[config.mk]
export PLATFORM = sky130hd
export DESIGN_NAME = mem_port_arbiter
export DESIGN_NICKNAME = d
export VERILOG_FILES = /design/src/rtl/mem_arb_pkg.sv /design/src/rtl/mem_arb_pick.sv /design/src/rtl/mem_port_arbiter.sv
export SDC_FILE = /design/constraint.sdc
export NUM_CORES = 1
export LEC_CHECK = 0
export BUFFER_PORTS_ARGS = -buffer_cell sky130_fd_sc_hd__buf_4
export CORE_UTILIZATION = 51
export CTS_CLUSTER_DIAMETER = 50
export CTS_CLUSTER_SIZE = 25
export DETAILED_ROUTE_END_ITERATION = 8
export PLACE_DENSITY = 0.87
export SLEW_MARGIN = 5
export SYNTH_ARGS = -nofsm -noshare
export SYNTH_HDL_FRONTEND = slang
export SYNTH_SLANG_ARGS = --single-unit
[constraint.sdc]
create_clock -name clk -period 3 [get_ports clk]
set_clock_uncertainty 0.2 [all_clocks]
set_input_delay 0.3 -clock clk [delete_from_list [all_inputs] [get_ports clk]]
set_output_delay 0.3 -clock clk [all_outputs]
set_load 0.05 [all_outputs]
[src/rtl/mem_arb_pkg.sv]
// Shared types and constants for the instruction/data memory port arbiter.
package mem_arb_pkg;

  localparam int unsigned WAIT_MAX = 16;
  localparam int unsigned ADDR_W   = 32;
  localparam int unsigned DATA_W   = 32;

  typedef enum logic [1:0] {ARB_IDLE, ARB_ACCESS, ARB_RESP} arb_state_t;

  typedef enum logic {OWN_INSTR, OWN_DATA} arb_owner_t;

  // Access latched at grant time and replayed to the RAM for the whole access.
  typedef struct packed {
    logic              we;
    logic [ADDR_W-1:0] addr;
    logic [DATA_W-1:0] wdata;
  } mem_cmd_t;

endpackage

[src/rtl/mem_arb_pick.sv]
// Combinational grant select between the fetch and load/store ports.
// MEM_ARB_RR_EN selects round-robin; otherwise data has fixed priority.
module mem_arb_pick
  import mem_arb_pkg::*;
(
  input  logic       i_req,
  input  logic       d_req,
  input  arb_owner_t last_grant,
  output logic       grant_valid,
  output arb_owner_t grant_owner
);

`ifdef MEM_ARB_RR_EN
  always_comb begin
    grant_valid = i_req | d_req;
    grant_owner = OWN_INSTR;
    if (i_req && d_req) begin
      // Contention: hand the port to whoever did not get it last time.
      grant_owner = (last_grant == OWN_DATA) ? OWN_INSTR : OWN_DATA;
    end else if (d_req) begin
      grant_owner = OWN_DATA;
    end
  end
`else
  logic unused_last_grant;
  assign unused_last_grant = last_grant;

  always_comb begin
    grant_valid = i_req | d_req;
    grant_owner = OWN_INSTR;
    if (d_req) begin
      grant_owner = OWN_DATA;
    end
  end
`endif

endmodule

[src/rtl/mem_port_arbiter.sv]
// Shares one single-port RAM between instruction fetch and load/store, holding
// each access for WAIT_CYCLES cycles. Arbitration policy set by MEM_ARB_RR_EN.
module mem_port_arbiter
  import mem_arb_pkg::*;
#(
  parameter int unsigned WAIT_CYCLES = 2
) (
  input  logic        clk,
  input  logic        rst,
  input  logic        i_req,
  input  logic [31:0] i_addr,
  output logic        i_ready,
  output logic [31:0] i_rdata,
  input  logic        d_req,
  input  logic        d_we,
  input  logic [31:0] d_addr,
  input  logic [31:0] d_wdata,
  output logic        d_ready,
  output logic [31:0] d_rdata,
  output logic [31:0] mem_addr,
  output logic [31:0] mem_wdata,
  output logic        mem_we,
  input  logic [31:0] mem_rdata
);

  localparam int unsigned CNT_W = $clog2(WAIT_CYCLES + 1);
  localparam logic [CNT_W-1:0] CNT_LOAD = CNT_W'(WAIT_CYCLES - 1);

  arb_state_t       state_q, state_d;
  logic [CNT_W-1:0] cnt_q, cnt_d;
  arb_owner_t       owner_q, owner_d;
  arb_owner_t       lg_q, lg_d;
  mem_cmd_t         cmd_q, cmd_d;
  logic             we_arm_q, we_arm_d;
  logic             i_ready_q, i_ready_d;
  logic             d_ready_q, d_ready_d;
  logic [31:0]      i_rdata_q, i_rdata_d;
  logic [31:0]      d_rdata_q, d_rdata_d;

  logic             grant_valid;
  arb_owner_t       grant_owner;

  mem_arb_pick u_pick (
    .i_req       (i_req),
    .d_req       (d_req),
    .last_grant  (lg_q),
    .grant_valid (grant_valid),
    .grant_owner (grant_owner)
  );

  // State and output registers.
  always_ff @(posedge clk) begin
    if (rst) begin
      state_q   <= ARB_IDLE;
      cnt_q     <= '0;
      owner_q   <= OWN_INSTR;
      lg_q      <= OWN_INSTR;
      cmd_q     <= '0;
      we_arm_q  <= 1'b0;
      i_ready_q <= 1'b0;
      d_ready_q <= 1'b0;
      i_rdata_q <= '0;
      d_rdata_q <= '0;
    end else begin
      state_q   <= state_d;
      cnt_q     <= cnt_d;
      owner_q   <= owner_d;
      lg_q      <= lg_d;
      cmd_q     <= cmd_d;
      we_arm_q  <= we_arm_d;
      i_ready_q <= i_ready_d;
      d_ready_q <= d_ready_d;
      i_rdata_q <= i_rdata_d;
      d_rdata_q <= d_rdata_d;
    end
  end

  // Next-state and next-output logic.
  always_comb begin
    state_d   = state_q;
    cnt_d     = cnt_q;
    owner_d   = owner_q;
    lg_d      = lg_q;
    cmd_d     = cmd_q;
    we_arm_d  = 1'b0;
    i_ready_d = 1'b0;
    d_ready_d = 1'b0;
    i_rdata_d = i_rdata_q;
    d_rdata_d = d_rdata_q;

    unique case (state_q)
      ARB_IDLE: begin
        if (grant_valid) begin
          owner_d = grant_owner;
          lg_d    = grant_owner;
          cnt_d   = CNT_LOAD;
          state_d = ARB_ACCESS;
          if (grant_owner == OWN_DATA) begin
            cmd_d.addr  = d_addr;
            cmd_d.wdata = d_wdata;
            cmd_d.we    = d_we;
            // Single-cycle access: the first ACCESS cycle is also the last.
            we_arm_d    = d_we && (CNT_LOAD == '0);
          end else begin
            cmd_d.addr  = i_addr;
            cmd_d.we    = 1'b0;
          end
        end
      end

      ARB_ACCESS: begin
        if (cnt_q != '0) begin
          cnt_d    = cnt_q - CNT_W'(1);
          we_arm_d = cmd_q.we && (cnt_q == CNT_W'(1));
        end else begin
          state_d = ARB_RESP;
          if (owner_q == OWN_DATA) begin
            d_ready_d = 1'b1;
            if (!cmd_q.we) begin
              d_rdata_d = mem_rdata;
            end
          end else begin
            i_ready_d = 1'b1;
            i_rdata_d = mem_rdata;
          end
        end
      end

      ARB_RESP: begin
        state_d = ARB_IDLE;
      end

      default: begin
        state_d = ARB_IDLE;
      end
    endcase
  end

  assign i_ready   = i_ready_q;
  assign d_ready   = d_ready_q;
  assign i_rdata   = i_rdata_q;
  assign d_rdata   = d_rdata_q;
  assign mem_addr  = cmd_q.addr;
  assign mem_wdata = cmd_q.wdata;
  // Reset must suppress a write already armed for the final ACCESS cycle.
  assign mem_we    = we_arm_q & ~rst;

endmodule
== Word-level counts from Yosys, hierarchy flattened ==
Cells that the tools add are included.

* Flip-flop bits (word level): 137
* Bits of input ports: 133
* Output and inout bits: 131
* Logic and storage cells: 45

* Add/sub/neg operators: 1
* Eq/ne operators: 5
* Muxes and demuxes: 9
* Bitwise logic cells: 7
* Reductions and logical operators: 12

{| class="wikitable"
|+ Operators with widths
! cell !! count
|-
| $mux W33 || 1
|-
| $reduce_and A3 Y1 || 3
|-
| $pmux W2 S2 || 2
|-
| $mux W2 || 3
|-
| $ne A2 B2 Y1 const B || 3
|-
| $reduce_or A3 Y1 || 2
|-
| $not A1 Y1 || 5
|-
| $eq A2 B1 Y1 const B || 2
|-
| $reduce_and A2 Y1 || 2
|-
| $reduce_and A4 Y1 || 1
|-
| $reduce_bool A2 Y1 || 2
|-
| $mux W1 || 3
|-
| $logic_not A2 Y1 || 1
|-
| $sub A2 B1 Y2 const B || 1
|-
| $and A1 B1 Y1 || 1
|-
| $logic_and A1 B1 Y1 || 1
|-
| $or A1 B1 Y1 || 1
|}

== Depth between registers and ports, before layout ==
* Word-level depth: 3
* Gate-level depth with buffers: 7
* Depth with buffers taken out: 5

== Hierarchy ==
From an unflattened synthesis, not the netlist that was laid out.

* Cell total of the unflattened synthesis: 669
* Area total of the unflattened synthesis: 5775.5 um^2

{| class="wikitable"
|+ Modules (own cells, without submodules)
! module !! instances !! cells each !! area each (um^2) !! seq. area each (um^2)
|-
| mem_port_arbiter || 1 || 667 || 5761.8 || 2742.6
|-
| mem_arb_pick || 1 || 2 || 13.8 || 0.0
|}

== Worst setup path after synthesis ==
OpenSTA, ideal clock, no wires.

* Path type: input to output
* Start point: in rst
* End point: out mem_we
* Arrival time: 1.310 ns
* Data required time: 2.500 ns
* Slack: 1.190 ns
* Stages: 3
* Buffers on the path: 2
* Path through: clkbuf_1 -> buf_2 -> nor2b_1

* Word-level cells in the longest chain between the ends: 2

{| class="wikitable"
|+ Ends and longest elaborated chain
! element !! line !! RTL
|-
| start: declaration || mem_port_arbiter.sv:9 || <nowiki>input logic rst,</nowiki>
|-
| $not A1 Y1 || mem_port_arbiter.sv:146 || <nowiki>assign mem_we = we_arm_q & ~rst;</nowiki>
|-
| $and A1 B1 Y1 || mem_port_arbiter.sv:146 ||
|-
| end: declaration || mem_port_arbiter.sv:22 || <nowiki>output logic mem_we,</nowiki>
|}

No other way between the ends.

== Worst setup path after layout ==
* Start point: reg cnt_q[0]
* End point: reg d_rdata_q[6], in the netlist d_rdata[6]

* Word-level cells in the longest chain between the ends: 3

{| class="wikitable"
|+ Ends and longest elaborated chain
! element !! line !! RTL
|-
| start: declaration || mem_port_arbiter.sv:30 || <nowiki>logic [CNT_W-1:0] cnt_q, cnt_d;</nowiki>
|-
| start signal: assignment || mem_port_arbiter.sv:66 || <nowiki>cnt_q <= cnt_d;</nowiki>
|-
| $reduce_bool A2 Y1 || mem_port_arbiter.sv:112 || <nowiki>if (cnt_q != '0) begin</nowiki>
|-
| $not A1 Y1 (no line) || -- ||
|-
| $reduce_and A4 Y1 (no line) || -- ||
|-
| end signal: assignment || mem_port_arbiter.sv:74 || <nowiki>d_rdata_q <= d_rdata_d;</nowiki>
|-
| end: declaration || mem_port_arbiter.sv:38 || <nowiki>logic [31:0] d_rdata_q, d_rdata_d;</nowiki>
|}

No other way between the ends.
A chain may end at the register's enable or synchronous reset.

==> out/results.tsv <==
metric	value	unit
status	finished, final reports clean	
max_clock_freq	498	MHz
fin_util	78.9	%
ctsHtreeMaxLevel	4	
start_util	53.2	%
crit_arrival	2130	ps
path_max_fanout	32	
holdWs	10.2	ps
slew_viol_final	0	
place_area	7330	um2
synth_cells	638	
die_w	109	um
routedWlPerCell	16.7	um
synthTopCellsByCount	137 x dfxtp_1, 132 x nand2_1, 96 x mux2i_1	
yosysWarnings	0	
ys_ff_latch	137	
cts_root_buffer	clkbuf_16	
pre_cts_ws	751	ps
fin_setup_tns	0	ps
avgSynthCellArea	9.15	um2
yosys-mux-area-fraction	16.5	%
grt_pass1_vias	5490	
synth-simple-area-share	12.7	%
dpl.hpwl	10.9	mm
period_needed	2010	ps
chipHeight	109	um
portBuffers	263	
synthDominantCellAreaShare	47.0	%
synth_edf_count	0	
clk_pin_slew	60	ps
min_from	d_wdata[23]	
final_antenna_net_count	0	
synth_area_leaders	dfxtp_1 47%, mux2i_1 16%, buf_4 8.5%, nand2_1 8.5%, a21oi_1 5.8%	
worst_slack	992	ps
r2r_slack	990	ps
layout-drive-gt1-share	34.3	%
power.leakage	3.92	nW
ys_seq_area_share	47.0	%
core	11000	um2
antenna_found_initial	1	
setup_viol	0	
insertion_delay	410	ps
yosysMostFrequentCell	dfxtp_1	
die-area	11900	um2
cts_resized	0	
criticalPathCategory	flop to flop	
grt_overflow_total	0	
worstSetupStartpointType	flop	
drtIter0Drc	361	
timing.rr.start	cnt_q[0]	
p_per_area	682	nW/um2
synth_nets	774	
clock_path_buffers	2	
synth_top_area_cell	dfxtp_1	
nNetsFinal	1016	
finalHoldViolCount	0	
vias	5303	
grt_usage	29.5	%
cts_tree	built	
ys_types	27	
top_level_ports	264	
hold_depth	3	
reg2reg_to	d_rdata[6]	
cts_made_buffers	17	
cts_num_sinks	137	
maxCapViolations	0	
areaGrowthSynthToFinish	48.4	%
synth-adder-area-share	0.643	%
synth_ff_type	dfxtp_1	
grt_first_pass_wirelength	26.6	mm
min_path_type	input pin to flop	
peakVddDrop	0.000432	V
whs_endpoint	mem_wdata[23]	
rsz0062_at_grt	false	
fin_crit_sh	66.9	%
firstDrtPassIters	5	
place.gp.congestion	0.807	
post-route-cell-area	8670	um2
cts_setup_buffers	0	
async_reset_ff_share	0	%
synth_top_family_by_area	multiplexers	
grt_max_degree	66	
num_rows	38	
vias_per_cell	5.13	
tightest_slew	1060	ps
end_kind	flop	
synth-compound-area-share	10.4	%
slew_headroom	29.2	%
synth-xor-area-share	0	%
drcViolationCount	0	
worstPathRequired	3120	ps
syn-cell-area	5840	um2
reg2reg_depth	6	
routed_wl	17.3	mm
-- placed cells by master (no fill, tap or decap), types with 8 or more instances in the layout --
cell	count
dlygate4sd3_1	63
bufinv_16	8
nor2_1	37
clkbuf_16	17
a21oi_1	68
a211oi_1	32
nand2_1	132
buf_4	272
dfxtp_1	137
mux2i_1	96
-- where the power goes --
| group | switching, mW | internal (mW) | total (mW) |
|---|---|---|---|
| Clock | 0.778 | 1.73 | 2.51 |
| Combinational | 0.853 | 0.496 | 1.35 |
| Sequential | 0.0904 | 1.96 | 2.05 |
| Total | 1.72 | 4.19 | 5.91 |
-- routing by layer --
| layer | part of all wire (%) | global-route usage [%] |
|---|---|---|
| met1 | 36 | 30.6 |
| met2 | 54 | 54.4 |
| met3 | 7.1 | 8.37 |
| met4 | 2.7 | 13.6 |
| met5 | 0 | 0 |
-- worst max-delay path, cell delays in order, from the launching register on --
cell     delay, ps
dfxtp_1        330
inv_1          110
ha_1           240
nand2_1        120
nor3_4         120
buf_4          500
mux2i_1        300
-- sequential cells by signal, summed over array words and instances (netlist names) --
register and cells:
cmd_q 1, cnt_q 2, d_rdata 32, d_ready 1, i_rdata 32, i_ready 1, mem_addr 32, mem_wdata 32
owner_q 1, state_q 2, we_arm_q 1
-- how the worst max path moves through the flow --
stage | cells after the start | endpoint | slack, ps | start
final | 6 | d_rdata[6] | 990 | cnt_q[0]
after global routing | 6 | d_rdata[2] | 860 | cnt_q[0]
after CTS | 6 | d_rdata[6] | 970 | cnt_q[0]
after detailed placement | 6 | mem_wdata[30] | 750 | d_req
after global placement | 6 | mem_wdata[24] | 830 | d_req
after floorplan | 3 | mem_we | 1190 | rst
-- cell type report --
class | count | area (um2)
Sequential cell | 137 | 2740
Timing Repair Buffer | 335 | 2670
Multi-Input combinational cell | 386 | 2360
Fill cell | 667 | 2310
Clock buffer | 21 | 440
Clock inverter | 11 | 267
Tap cell | 140 | 175
Inverter | 3 | 11.3
Antenna cell | 1 | 2.50
-- metrics by stage --
stage | power [mW] | cells
after floorplan | 3.04 | 638
after global placement | 3.31 | 938
after detailed placement | 3.35 | 938
after CTS | 5.91 | 1033
after global routing | 6.11 | 1034
final | 5.91 | 1034
-- what timing repair did --
item | 4_1_cts | 5_1_grt
endpoints found under the setup margin | 0 | 0
hold buffers | 63 | 0
endpoints found under the hold margin | 95 | 0
-- cells by family after synthesis --
kind of cell / after synthesis
mux: 96
compound gates: 104
simple gates: 183
flops: 137
buf+inv: 115
fa+ha+maj: 3
Note: power is estimated with default switching activity, not from simulation.
